<file path="src/rtl/mdu_if.sv">
`default_nettype none
// ============================================================================
//  Module      : mdu_if
//  Description : Pipeline-side bundle for the multiply/divide unit: EX-stage
//                request (start/funct/operands) and HI/LO, read-back, status.
//  Revision    : 1.0 - initial release
// ============================================================================
interface mdu_if #(
    parameter int DATA_W = 32
);
    logic              start;
    logic [5:0]        funct;
    logic [DATA_W-1:0] INa;
    logic [DATA_W-1:0] INb;
    logic [DATA_W-1:0] HI;
    logic [DATA_W-1:0] LO;
    logic [DATA_W-1:0] mf_out;
    logic              busy;
    logic              done;
    logic              stall;

    // Pipeline side drives the request and observes results/status
    modport master (
        output start, funct, INa, INb,
        input  HI, LO, mf_out, busy, done, stall
    );

    // Unit side consumes the request and produces results/status
    modport slave (
        input  start, funct, INa, INb,
        output HI, LO, mf_out, busy, done, stall
    );
endinterface
`default_nettype wire

</file>
<file path="src/rtl/mdu_ctrl.sv">
`default_nettype none
// ============================================================================
//  Module      : mdu_ctrl
//  Description : Multi-cycle MULT/MULTU/DIV/DIVU sequencer owning HI/LO.
//                Shift-add multiply and restoring divide, one bit per cycle,
//                followed by a sign-fix cycle that commits HI/LO and pulses
//                done. HI/LO instructions arriving while busy are stalled.
//  Revision    : 1.0 - initial release
// ============================================================================
module mdu_ctrl #(
    parameter int DATA_W = 32,
    parameter int CNT_W  = 5
) (
    input  wire logic clk,
    input  wire logic rst,
    mdu_if.slave      bus
);

    localparam logic [1:0] c_ST_IDLE = 2'd0;
    localparam logic [1:0] c_ST_MUL  = 2'd1;
    localparam logic [1:0] c_ST_DIV  = 2'd2;
    localparam logic [1:0] c_ST_FIX  = 2'd3;

    localparam logic [5:0] c_MFHI = 6'b010000;
    localparam logic [5:0] c_MTHI = 6'b010001;
    localparam logic [5:0] c_MFLO = 6'b010010;
    localparam logic [5:0] c_MTLO = 6'b010011;

    logic [1:0]          r_state;
    logic [CNT_W-1:0]    r_cnt;
    logic [DATA_W-1:0]   r_hi;
    logic [DATA_W-1:0]   r_lo;
    logic                r_done;
    logic [DATA_W-1:0]   r_opb;      // multiplicand or divisor magnitude
    logic [2*DATA_W-1:0] r_acc;      // {partial product, remaining multiplier}
    logic [DATA_W:0]     r_rem;      // working remainder
    logic [DATA_W-1:0]   r_quo;      // dividend shifting out, quotient in
    logic [DATA_W-1:0]   r_orig_a;   // returned in HI on divide-by-zero
    logic                r_neg_q;
    logic                r_neg_r;
    logic                r_div0;
    logic                r_is_div;

    logic                w_hilo;
    logic                w_muldiv;
    logic                w_signed;
    logic [DATA_W-1:0]   w_abs_a;
    logic [DATA_W-1:0]   w_abs_b;
    logic [DATA_W:0]     w_madd;
    logic [DATA_W+1:0]   w_shift;
    logic [DATA_W+1:0]   w_diff;
    logic [2*DATA_W-1:0] w_prod;
    logic                w_last;

    // The eight HI/LO functs are 0100xx and 0110xx
    assign w_hilo   = (bus.funct[5:4] == 2'b01) && !bus.funct[2];
    assign w_muldiv = (bus.funct[5:2] == 4'b0110);
    assign w_signed = !bus.funct[0];
    assign w_abs_a  = (w_signed && bus.INa[DATA_W-1]) ? (~bus.INa + 1'b1) : bus.INa;
    assign w_abs_b  = (w_signed && bus.INb[DATA_W-1]) ? (~bus.INb + 1'b1) : bus.INb;
    assign w_last   = (r_cnt == {CNT_W{1'b1}});

    // Shift-add step: add multiplicand to upper half when current LSB is set
    assign w_madd   = r_acc[0] ? ({1'b0, r_acc[2*DATA_W-1:DATA_W]} + {1'b0, r_opb})
                               :  {1'b0, r_acc[2*DATA_W-1:DATA_W]};

    // Restoring step: a set top bit of the trial difference means "restore"
    assign w_shift  = {r_rem, r_quo[DATA_W-1]};
    assign w_diff   = w_shift - {2'b00, r_opb};

    assign w_prod   = r_neg_q ? (~r_acc + 1'b1) : r_acc;

    assign bus.HI     = r_hi;
    assign bus.LO     = r_lo;
    assign bus.done   = r_done;
    assign bus.busy   = (r_state != c_ST_IDLE);
    assign bus.stall  = bus.start && bus.busy && w_hilo;
    assign bus.mf_out = (bus.funct == c_MFHI) ? r_hi :
                        (bus.funct == c_MFLO) ? r_lo : '0;

    // Sequencer: accept request, iterate 32 times, commit with sign fix
    always_ff @(posedge clk) begin
        if (rst) begin
            r_state  <= c_ST_IDLE;
            r_cnt    <= '0;
            r_hi     <= '0;
            r_lo     <= '0;
            r_done   <= 1'b0;
            r_opb    <= '0;
            r_acc    <= '0;
            r_rem    <= '0;
            r_quo    <= '0;
            r_orig_a <= '0;
            r_neg_q  <= 1'b0;
            r_neg_r  <= 1'b0;
            r_div0   <= 1'b0;
            r_is_div <= 1'b0;
        end else begin
            r_done <= 1'b0;
            case (r_state)
                c_ST_IDLE: begin
                    if (bus.start) begin
                        if (bus.funct == c_MTHI) r_hi <= bus.INa;
                        if (bus.funct == c_MTLO) r_lo <= bus.INa;
                        if (w_muldiv) begin
                            r_opb    <= w_abs_b;
                            r_neg_q  <= w_signed && (bus.INa[DATA_W-1] ^ bus.INb[DATA_W-1]);
                            r_neg_r  <= w_signed && bus.INa[DATA_W-1];
                            r_div0   <= (bus.INb == '0);
                            r_orig_a <= bus.INa;
                            r_cnt    <= '0;
                            r_is_div <= bus.funct[1];
                            if (bus.funct[1]) begin
                                r_quo   <= w_abs_a;
                                r_rem   <= '0;
                                r_state <= c_ST_DIV;
                            end else begin
                                r_acc   <= {{DATA_W{1'b0}}, w_abs_a};
                                r_state <= c_ST_MUL;
                            end
                        end
                    end
                end
                c_ST_MUL: begin
                    r_acc <= {w_madd, r_acc[DATA_W-1:1]};
                    r_cnt <= r_cnt + 1'b1;
                    if (w_last) r_state <= c_ST_FIX;
                end
                c_ST_DIV: begin
                    if (w_diff[DATA_W+1]) begin
                        r_rem <= w_shift[DATA_W:0];
                        r_quo <= {r_quo[DATA_W-2:0], 1'b0};
                    end else begin
                        r_rem <= w_diff[DATA_W:0];
                        r_quo <= {r_quo[DATA_W-2:0], 1'b1};
                    end
                    r_cnt <= r_cnt + 1'b1;
                    if (w_last) r_state <= c_ST_FIX;
                end
                c_ST_FIX: begin
                    if (!r_is_div) begin
                        r_hi <= w_prod[2*DATA_W-1:DATA_W];
                        r_lo <= w_prod[DATA_W-1:0];
                    end else if (r_div0) begin
                        r_hi <= r_orig_a;
                        r_lo <= '1;
                    end else begin
                        r_hi <= r_neg_r ? (~r_rem[DATA_W-1:0] + 1'b1) : r_rem[DATA_W-1:0];
                        r_lo <= r_neg_q ? (~r_quo + 1'b1) : r_quo;
                    end
                    r_done  <= 1'b1;
                    r_state <= c_ST_IDLE;
                end
                default: r_state <= c_ST_IDLE;
            endcase
        end
    end

endmodule
`default_nettype wire

</file>
<file path="src/flat_wrapper.sv">
// flat-port wrapper written by rule: the top's interface ports become plain ports
module mdu_ctrl_flat 
#(
    parameter int DATA_W = 32,
    parameter int CNT_W  = 5
)
  (clk, rst, bus_start, bus_funct, bus_INa, bus_INb, bus_HI, bus_LO, bus_mf_out, bus_busy, bus_done, bus_stall);
  mdu_if #(.DATA_W(DATA_W)) bus_i ();
  input  wire logic clk;
  input  wire logic rst;
  input wire logic [$bits(bus_i.start)-1:0] bus_start;
  input wire logic [$bits(bus_i.funct)-1:0] bus_funct;
  input wire logic [$bits(bus_i.INa)-1:0] bus_INa;
  input wire logic [$bits(bus_i.INb)-1:0] bus_INb;
  output wire logic [$bits(bus_i.HI)-1:0] bus_HI;
  output wire logic [$bits(bus_i.LO)-1:0] bus_LO;
  output wire logic [$bits(bus_i.mf_out)-1:0] bus_mf_out;
  output wire logic [$bits(bus_i.busy)-1:0] bus_busy;
  output wire logic [$bits(bus_i.done)-1:0] bus_done;
  output wire logic [$bits(bus_i.stall)-1:0] bus_stall;
  assign bus_i.start = bus_start;
  assign bus_i.funct = bus_funct;
  assign bus_i.INa = bus_INa;
  assign bus_i.INb = bus_INb;
  assign bus_HI = bus_i.HI;
  assign bus_LO = bus_i.LO;
  assign bus_mf_out = bus_i.mf_out;
  assign bus_busy = bus_i.busy;
  assign bus_done = bus_i.done;
  assign bus_stall = bus_i.stall;
  mdu_ctrl #(.DATA_W(DATA_W), .CNT_W(CNT_W)) u_core (.clk(clk), .rst(rst), .bus(bus_i));
endmodule
</file>
<file path="config.mk">
export PLATFORM = sky130hd
export DESIGN_NAME = mdu_ctrl_flat
export DESIGN_NICKNAME = d
export VERILOG_FILES = /design/src/rtl/mdu_if.sv /design/src/rtl/mdu_ctrl.sv /design/src/flat_wrapper.sv
export SDC_FILE = /design/constraint.sdc
export NUM_CORES = 1
export LEC_CHECK = 0
export BUFFER_PORTS_ARGS = -buffer_cell sky130_fd_sc_hd__buf_2
export CAP_MARGIN = 20
export CORE_MARGIN = 4
export CORE_UTILIZATION = 25
export DETAILED_ROUTE_END_ITERATION = 8
export PLACE_DENSITY_LB_ADDON = 0.25
export SLEW_MARGIN = 20
export SYNTH_ARGS = -nofsm -noshare
export SYNTH_HDL_FRONTEND = slang
export SYNTH_SLANG_ARGS = --single-unit
</file>
<file path="constraint.sdc">
create_clock -name clk -period 3.9 [get_ports clk]
set_clock_uncertainty 0.1 [all_clocks]
set_input_delay 0.975 -clock clk [delete_from_list [all_inputs] [get_ports clk]]
set_output_delay 0.975 -clock clk [all_outputs]
set_load 0.1 [all_outputs]
</file>
==> results of run 1 <==
[synth_stat cells, types with 43 or more instances]
library cell,number,area share
mux2i_1,67,0.034
xor2_1,88,0.039
a21oi_1,270,0.069
xnor2_1,135,0.060
nand2_1,366,0.070
dfxtp_1,269,0.27
o31ai_1,45,0.017
nor2_1,272,0.052
o21ai_0,208,0.053
inv_1,70,0.013
ha_1,75,0.048
nor3_1,43,0.011
clkbuf_1,170,0.033
[final timing paths]
check	start	slack (ps)	to
min	u_core.r_orig_a[30]$_SDFFE_PP0P_	350	u_core.r_orig_a[30]$_SDFFE_PP0P_
min reg2reg	u_core.r_orig_a[30]$_SDFFE_PP0P_	350	u_core.r_orig_a[30]$_SDFFE_PP0P_
max reg2reg	u_core.r_quo[3]$_SDFFE_PP0P_	160	u_core.bus.LO[29]$_SDFFE_PP0P_
max	u_core.r_quo[3]$_SDFFE_PP0P_	160	u_core.bus.LO[29]$_SDFFE_PP0P_
[routing by layer]
layer  vias to the layer above  part of all wire
li1                      10000                 -
met1                      9613              0.46
met2                       778              0.43
met3                       137             0.078
met4                         8             0.031
met5                         -           0.00070
[metrics by stage]
| step | utilization | instances |
|---|---|---|
| final | 0.3105 | 3909 |
| after floorplan | - | 2684 |
| after global placement | 0.2946 | 3841 |
| after CTS | 0.3104 | 3905 |
| after detailed placement | 0.2946 | 3841 |
| after global routing | 0.3104 | 3907 |
[state kept, by name, indices dropped and copies added (netlist names), 2 cells and up]
signal and count:
u_core.r_acc 64, u_core.r_quo 32, u_core.r_orig_a 32, u_core.bus.LO 32, u_core.r_rem 33, u_core.bus.HI 32, u_core.r_cnt 5, u_core.r_opb 32
u_core.r_state 2
[worst min-delay path, stage by stage, from the launching register on]
cell and delay (ps):
dfxtp_1 310, nand2_1 50, a21oi_1 50
[cell families after synthesis]
family | synth area share
DFF | 0.2744
xor gates and xnor gates | 0.09952
and+or+nand+nor | 0.2071
adders and majority gates | 0.04985
muxes | 0.03589
buffers and inverters | 0.05036
AOI/OAI and AO/OA | 0.2829
[power breakdown]
group          switching (W)  internal, W  total, W
Combinational        0.00221      0.00109   0.00330
Sequential          0.000150      0.00286   0.00301
Clock                0.00139      0.00210   0.00350
Total                0.00376      0.00605   0.00981
[cell type report]
cell class | count | area [µm²] | share of cell area
Clock buffer | 54 | 1069 | 0.04435
Antenna cell | 4 | 10.01 | 0.0004155
Clock inverter | 10 | 155.1 | 0.006440
Inverter | 73 | 274.0 | 0.01137
Multi-Input combinational cell | 2154 | 13410 | 0.5564
Timing Repair Buffer | 305 | 2489 | 0.1033
Tap cell | 1040 | 1301 | 0.05401
Sequential cell | 269 | 5389 | 0.2237
[cell usage in the layout, fill, tap and decap left out, types with 34 or more instances in the layout]
cell,synthesis,routed
nor2_1,272,241
buf_2,0,137
xor2_1,88,88
a21oi_1,270,269
nor3_1,43,42
nand3_1,40,38
dfxtp_1,269,266
o31ai_1,45,45
xnor2_1,135,134
a31oi_1,34,34
mux2i_1,67,67
clkbuf_16,0,36
a211oi_1,40,40
inv_1,70,70
o21ai_0,208,206
nand2_1,366,366
buf_4,0,124
buf_12,0,43
ha_1,75,72
==> impl_metrics.toml, run 1 <==
[place]
hpwl_um = 63380
io_buffers = 171
place_area_um2 = 22860
pre_cts_ws_ps = 14.26
place.gp.congestion = 0.8944

[timing]
worst_pin_slew_ps = 984.9
hold_viol = 0
tns_ps = 0
fmax_mhz = 267.3
fin_crit_sh = 0.9594
whs_ps = 353.2
maxSlewHeadroom = 0.3434
drv_slew = 0
final.min_clock_period_ps = 3742
layout_setup_ws_ps = 158.2
rsz0062_at_grt = "no"
setup-violations-final = 0

[setup_path]
crit_cells = 8
slowest_stage = "or4_2"
crit_arrival_ps = 4060
setup.worst_path.end_class = "register"
worstPathMaxFanout = 7
cp.required_ps = 4220
ff2ff_path_depth = 8
critPathMaxStageDelay_ps = 730
cp-start-kind = "register"
crit_family = "simple AND/OR/NAND/NOR gates"
cp_common_cell = "o21ai_0"
critPathKind = "reg2reg"
crit_chain = "or4_1 -> or2_2 -> or4_2 -> o31ai_1 -> o21a_1 -> xnor2_1 -> o21ai_0 -> o21ai_0"
path_buf_inv = 0

[die]
core.rowCount = 102
io_pins = 172
fp.dieW_um = 288.2
die_y_um = 288.2
core_um2 = 77590
start_util = 0.2529
floorplan.die_area_um2 = 83050

[clock_tree]
post_cts_buffers = 0
cts_buffer_depth = 3
clock_sinks = 269
cts_tree = "yes"
cts_hold_buffers = 0
root_buffer = "clkbuf_16"
numCtsBuffers = 36
cts-htree-levels = 2
insertion_delay_ps = 580
cts-resized-gates = 0
path_clk_slew_ps = 60

[min_path]
hold_path.class = "reg2reg"
hold_depth = 2

[grt]
overflow = 0
use_met3 = 0.03244
grt_util_met2 = 0.2951
grt_pass1_vias = 18850
grtUsageTotal = 0.1895
antenna_found_initial = 11
use_met1 = 0.2680
grt_pass1_wl_um = 121300
grt_max_degree = 125
top_usage_layer = "met2"

[drt]
finalWirelength_um = 81910
wl_per_cell_um = 20.95
vias = 20540
ant_nets = 0
drc = 0
dr.pass1.iters = 5
drt_iter0_drc = 1750
vias_per_cell = 5.254

[power_and_ir_drop]
power.density_nw_per_um2 = 407.2
irDropWorstVdd_mv = 0.2467
power_w = 0.009809
cellLeakagePower_nw = 9.459

[yosys]
synth_edf_count = 0
synthCells = 2684
ys.flop_type = "dfxtp_1"
async_flop_share = 0
synthDistinctLibCells = 77
synthesis.nets = 2834
yosysSeqAreaShare = 0.2744
synth-seq-cells = 269
avgSynthCellArea_um2 = 7.312
yosysWarnings = 0
synth_area_um2 = 19630

[cells_and_area]
layout.nets = 2989
fillers = 8575
finish.instance_area_um2 = 24090
drive_above_1_share = 0.1539
syn_to_final_growth_pct = 22.75

[outcome]
status = "finished, final reports clean"

[flow_run]
maxCapViolations = 0
No activity file was read; power rests on OpenSTA's default activity.
==> run 2, diff against run 1 <==
--- a/config.mk
+++ b/config.mk
@@ -8,9 +8,11 @@
 export BUFFER_PORTS_ARGS = -buffer_cell sky130_fd_sc_hd__buf_2
 export CAP_MARGIN = 20
 export CORE_MARGIN = 4
-export CORE_UTILIZATION = 25
+export CORE_UTILIZATION = 45
 export DETAILED_ROUTE_END_ITERATION = 8
+export GPL_ROUTABILITY_DRIVEN = 0
 export PLACE_DENSITY_LB_ADDON = 0.25
+export REMOVE_ABC_BUFFERS = 1
 export SLEW_MARGIN = 20
 export SYNTH_ARGS = -nofsm -noshare
 export SYNTH_HDL_FRONTEND = slang
==> run 2 against run 1 <==
The flow now finishes with violations (DRC). Via count rose by 1.8%. Final area decreased by 4.3%. Sequential share of layout area is 1.0 points higher. Global-route usage is 9.3 points higher. Worst setup slack improved by 240 ps. Flip-flop and latch count did not move. Largest cell class unchanged.
==> impl_metrics.toml, run 2 (synthesized netlist as in run 1, its figures left out) <==
[cells_and_area]
antenna_cells = 0
largest_reg_flops = 64
finish.instance_area_um2 = 23060
final_cell_mix = "nand2_1 (366), nor2_1 (271), a21oi_1 (268)"
largestRegisters = "u_core.r_acc: 64 flops, u_core.r_rem: 33 flops"
final_common_cell = "nand2_1"
fin_cells = 3398
largest_register = "u_core.r_acc"
drive_above_1_share = 0.1294
fin_util = 0.5354
layout.nets = 2938
syn_to_final_growth_pct = 17.52

[setup_path]
reg2reg_from = "u_core.r_acc[32]$_SDFFE_PP0P_"
cp.required_ps = 4250
slowest_stage = "dfxtp_1"
crit_chain = "ha_1 -> inv_1 -> fa_1 -> nand2b_1 -> a21oi_1 -> o21ai_0 -> o21ai_0 -> a21oi_1 -> a21bo_2 -> o21ai_0 -> a31oi_1 -> o32ai_1"
cp-start-kind = "register"
cp_common_cell = "o21ai_0"
critPathMaxStageDelay_ps = 470
worstPathMaxFanout = 8
crit_arrival_ps = 3850
crit_end = "u_core.r_acc[63]$_SDFFE_PP0P_"
ff2ff_path_depth = 12
r2r_end = "u_core.r_acc[63]$_SDFFE_PP0P_"
r2r_slack_ps = 390
crit_start = "u_core.r_acc[32]$_SDFFE_PP0P_"
setup.worst_path.end_class = "register"
critPathKind = "reg2reg"

[place]
place_area_um2 = 21800
pre_cts_ws_ps = 77.70
hpwl_um = 51400
dpl.cell_count = 3337
io_buffers = 171

[clock_tree]
cts_buffer_depth = 3
cts-htree-levels = 2
clock_sinks = 269
numCtsBuffers = 34
path_clk_slew_ps = 60
cts_tree = "yes"
root_buffer = "clkbuf_16"
cts-resized-gates = 0
cts_hold_buffers = 0
insertion_delay_ps = 550
post_cts_buffers = 0

[grt]
grt_pass1_vias = 19470
grtUsageTotal = 0.2829
antenna_found_initial = 0
grt_pass1_wl_um = 108800
grt_max_degree = 105
overflow = 0

[die]
start_util = 0.4556
fp.dieW_um = 216.8
io_pins = 172
floorplan.die_area_um2 = 47020
die_y_um = 216.8
core_um2 = 43080
core.rowCount = 76

[min_path]
hold_path.class = "reg2reg"

[power_and_ir_drop]
cellLeakagePower_nw = 9.221
irDropWorstVdd_mv = 0.2196
power.density_nw_per_um2 = 420.0

[timing]
setup-violations-final = 0
fin_crit_sh = 0.8987
maxSlewHeadroom = 0.4865
fmax_mhz = 285.3
worst_pin_slew_ps = 760.4
drv_slew = 0
rsz0062_at_grt = "no"
layout_setup_ws_ps = 394.9
final.min_clock_period_ps = 3505
hold_viol = 0

[flow_run]
maxCapViolations = 0

[drt]
drc = 1
vias = 20900
wl_per_cell_um = 20.43
ant_nets = 0
finalWirelength_um = 69430
drt_iter0_drc = 2136
vias_per_cell = 6.151
dr.pass1.iters = 8

[outcome]
violations = "DRC"
status = "finished, violations left"
[run 2: changes by cell type in the layout (fill, tap and decap cells not counted), moves of 3 or more]
cell,before,now
bufinv_16,3,7
nor2_1,241,271
diode_2,4,0
nor2_2,31,1
clkbuf_1,8,1
buf_4,124,78
buf_12,43,40
[run 2: per-stage QoR]
step / power [W] / hold WS (ps) / TNS, ps
finish: 0.009686 / 360.7 / 0
global route: 0.01006 / 373.0 / 0
CTS: 0.009645 / 355.7 / 0
detailed placement: 0.006096 / 348.0 / 0
global placement: 0.006047 / 342.7 / 0
floorplan: 0.004996 / 330.0 / -203140
[run 2: worst max-delay path: cells and delay by family (launching register included)]
| kind | cells | cell delay (ps) |
|---|---|---|
| DFF | 1 | 470 |
| adders and majority gates | 2 | 610 |
| and+or+nand+nor | 1 | 180 |
| AOI/OAI and AO/OA | 8 | 2000 |
| buffers and inverters | 1 | 60 |
[run 2: worst min path at each step]
stage / from / end / slack, ps / cells past startpoint
6_report: u_core.r_orig_a[15]$_SDFFE_PP0P_ / u_core.r_orig_a[15]$_SDFFE_PP0P_ / 360 / 2
5_1_grt: u_core.r_orig_a[13]$_SDFFE_PP0P_ / u_core.r_orig_a[13]$_SDFFE_PP0P_ / 370 / 2
2_1_floorplan: u_core.r_orig_a[0]$_SDFFE_PP0P_ / u_core.r_orig_a[0]$_SDFFE_PP0P_ / 330 / 2
3_3_place_gp: u_core.r_orig_a[17]$_SDFFE_PP0P_ / u_core.r_orig_a[17]$_SDFFE_PP0P_ / 340 / 2
3_5_place_dp: u_core.r_orig_a[13]$_SDFFE_PP0P_ / u_core.r_orig_a[13]$_SDFFE_PP0P_ / 350 / 2
4_1_cts: u_core.r_orig_a[13]$_SDFFE_PP0P_ / u_core.r_orig_a[13]$_SDFFE_PP0P_ / 360 / 2
[run 2: area by class of cell]
type                            instances  area, µm²
Fill cell                            4095      20010
Multi-Input combinational cell       2154      13320
Sequential cell                       269       5389
Timing Repair Buffer                  256       2083
Clock buffer                           44      989.7
Tap cell                              585      732.0
Inverter                               73      274.0
Clock inverter                         17      272.8
[run 2: metal layers]
layer / up-vias / share of wire / global-route usage
met3: 193 / 0.089 / 0.04273
met2: 1058 / 0.45 / 0.4621
li1: 9910 / - / -
met1: 9740 / 0.42 / 0.3752
met4: 0 / 0.040 / 0.1177
met5: - / 0 / 0
[run 2: power by group]
group	internal, W	switching, W	leakage [nW]	total [W]
registers	0.00286	0.000144	2.17	0.00300
logic	0.00102	0.00211	6.43	0.00313
clock network	0.00226	0.00130	0.622	0.00355
==> run 3, diff against run 2 <==
==> constraint.sdc (replaced) <==
create_clock -name clk -period 3.05 [get_ports clk]
set_clock_uncertainty 0.1 [all_clocks]
set_input_delay 0.7625 -clock clk [delete_from_list [all_inputs] [get_ports clk]]
set_output_delay 0.7625 -clock clk [all_outputs]
set_load 0.1 [all_outputs]
==> run 3 against run 2 <==
The run now ends clean. Wire length is 5.7% higher. Via count is 5.8% higher. Critical path depth is 2 higher. Flip-flop and latch count stayed put. Combinational power is 62% higher. Largest cell class unchanged.
==> impl_metrics.toml, run 3 (synthesized netlist as in run 1, its figures left out) <==
[outcome]
status = "finished, final reports clean"

[setup_path]
critPathKind = "reg2reg"
setup.worst_path.end_class = "register"
crit_arrival_ps = 3410
r2r_slack_ps = 30
slowest_stage = "dfxtp_2"
r2r_end = "u_core.r_rem[32]$_SDFFE_PP0P_"
cp.required_ps = 3430
critPathMaxStageDelay_ps = 330
crit_chain = "inv_4 -> ha_4 -> inv_2 -> fa_2 -> a211o_1 -> a21oi_2 -> a2111oi_2 -> nor2_1 -> and3_1 -> o21ai_2 -> a221oi_2 -> buf_4 -> mux2_4 -> nand2_2"
reg2reg_from = "u_core.r_quo[31]$_SDFFE_PP0P_"
worstPathMaxFanout = 2
cp-start-kind = "register"
ff2ff_path_depth = 14

[grt]
grt_pass1_vias = 20770
grt_pass1_wl_um = 113800
antenna_found_initial = 1
overflow = 0
grtUsageTotal = 0.2956
grt_max_degree = 93

[timing]
fmax_mhz = 330.7
final.min_clock_period_ps = 3024
setup-violations-final = 0
worst_pin_slew_ps = 1088
drv_slew = 0
hold_viol = 0
whs_ps = 360.1
rsz0062_at_grt = "yes"
fin_crit_sh = 0.9913
maxSlewHeadroom = 0.2717

[clock_tree]
cts_hold_buffers = 0
cts_tree = "yes"
root_buffer = "clkbuf_16"
cts_buffer_depth = 3
insertion_delay_ps = 570
numCtsBuffers = 35
clock_sinks = 269
path_clk_slew_ps = 60
cts-htree-levels = 2

[cells_and_area]
layout.nets = 3190
largest_reg_flops = 64
drive_above_1_share = 0.2277
final_cell_mix = "nand2_1 (364), buf_4 (321), nor2_1 (270)"
fin_util = 0.5920
largestRegisters = "u_core.r_acc: 64 flops, u_core.r_rem: 33 flops"
final_common_cell = "nand2_1"
syn_to_final_growth_pct = 29.92
largest_register = "u_core.r_acc"
fillers = 3865

[die]
floorplan.die_area_um2 = 47020
die_y_um = 216.8
core_um2 = 43080
io_pins = 172
start_util = 0.4556
fp.dieW_um = 216.8
core.rowCount = 76

[power_and_ir_drop]
cellLeakagePower_nw = 10.57
irDropWorstVdd_mv = 0.3229
power.density_nw_per_um2 = 517.7

[flow_run]
maxCapViolations = 0

[drt]
dr.pass1.iters = 7
finalWirelength_um = 73380
vias_per_cell = 6.055
drt_iter0_drc = 2232
vias = 22110
drc = 0
wl_per_cell_um = 20.09
ant_nets = 0

[place]
io_buffers = 171
hpwl_um = 54740

[min_path]
hold_path.class = "reg2reg"
worstHoldStart = "u_core.r_orig_a[25]$_SDFFE_PP0P_"
hold_depth = 2
whs_endpoint = "u_core.r_orig_a[25]$_SDFFE_PP0P_"
## run 3: changes by cell type in the layout (fill, tap and decap cells not counted), sizes merged
cell	before	now
buf	256	506
bufinv	7	3
clkbuf	44	48
clkinv	7	13
clkinvlp	2	0
diode	0	1
inv	74	73
## run 3: worst max path at each step
stage / from / end / slack (ps) / cells past startpoint
finish: u_core.r_quo[31]$_SDFFE_PP0P_ / u_core.r_rem[32]$_SDFFE_PP0P_ / 30 / 14
global route: u_core.r_opb[1]$_SDFFE_PP0P_ / u_core.r_rem[23]$_SDFFE_PP0P_ / -90 / 13
CTS: u_core.r_quo[31]$_SDFFE_PP0P_ / u_core.r_rem[32]$_SDFFE_PP0P_ / -10 / 14
detailed placement: bus_INb[4] / u_core.r_opb[21]$_SDFFE_PP0P_ / -520 / 11
global placement: bus_INb[8] / u_core.r_opb[30]$_SDFFE_PP0P_ / -470 / 12
floorplan: bus_funct[5] / u_core.r_rem[32]$_SDFFE_PP0P_ / -3260 / 7
## run 3: what timing repair did
action / in CTS / in global routing
pin swaps: 9 / 35
cloned: 0 / 1
setup buffers: 1 / 5
gates resized for setup: 41 / 92
setup endpoints to repair: 43 / 83
## run 3: area by class of cell
| type | count | area [µm²] | share of cell area |
|---|---|---|---|
| antenna | 1 | 2.502 | 0.00009814 |
| clock buffer | 47 | 1032 | 0.04048 |
| clock inverter | 16 | 170.2 | 0.006673 |
| inverter | 73 | 276.5 | 0.01084 |
| multi-input combinational | 2154 | 13840 | 0.5426 |
| sequential | 269 | 5394 | 0.2115 |
| tap | 585 | 732.0 | 0.02870 |
| timing repair buffer | 507 | 4055 | 0.1590 |
## run 3: metrics by stage
| step | std cells | TNS (ps) | cell area (µm²) | setup WS, ps | power, W |
|---|---|---|---|---|---|
| final | 3652 | 0 | 25500 | 26.48 | 0.01320 |
| after global routing | 3651 | -1616 | 25500 | -94.55 | 0.01368 |
| after CTS | 3645 | -12.66 | 25060 | -12.66 | 0.01281 |
| after detailed placement | 3581 | -9868 | 23690 | -521.9 | 0.008388 |
| after global placement | 3581 | -7816 | 23690 | -470.7 | 0.008310 |
| after floorplan | 2496 | -362280 | 18910 | -3264 | 0.006389 |
## run 3: routing by layer
metal  up-vias  routed length, µm  part of all wire  GRT usage
li1      10410                  -                 -          -
met1     10330              29480              0.40     0.3805
met2      1138              33350              0.45     0.4858
met3       243               6684             0.091    0.04510
met4         0               3858             0.053     0.1442
met5         -                  0                 0          0
## run 3: critical path, delay by kind of cell (launching register included)
kind	cells	cell delay [ps]
flops	1	330
mux	1	300
simple gates	3	550
compound gates	5	910
fa+ha+maj	2	470
buf+inv	3	270
## run 3: report_power, final
| group | switching, W | total, W | internal [W] |
|---|---|---|---|
| Combinational | 0.00306 | 0.00508 | 0.00201 |
| Clock | 0.00169 | 0.00432 | 0.00263 |
| Sequential | 0.000146 | 0.00380 | 0.00366 |
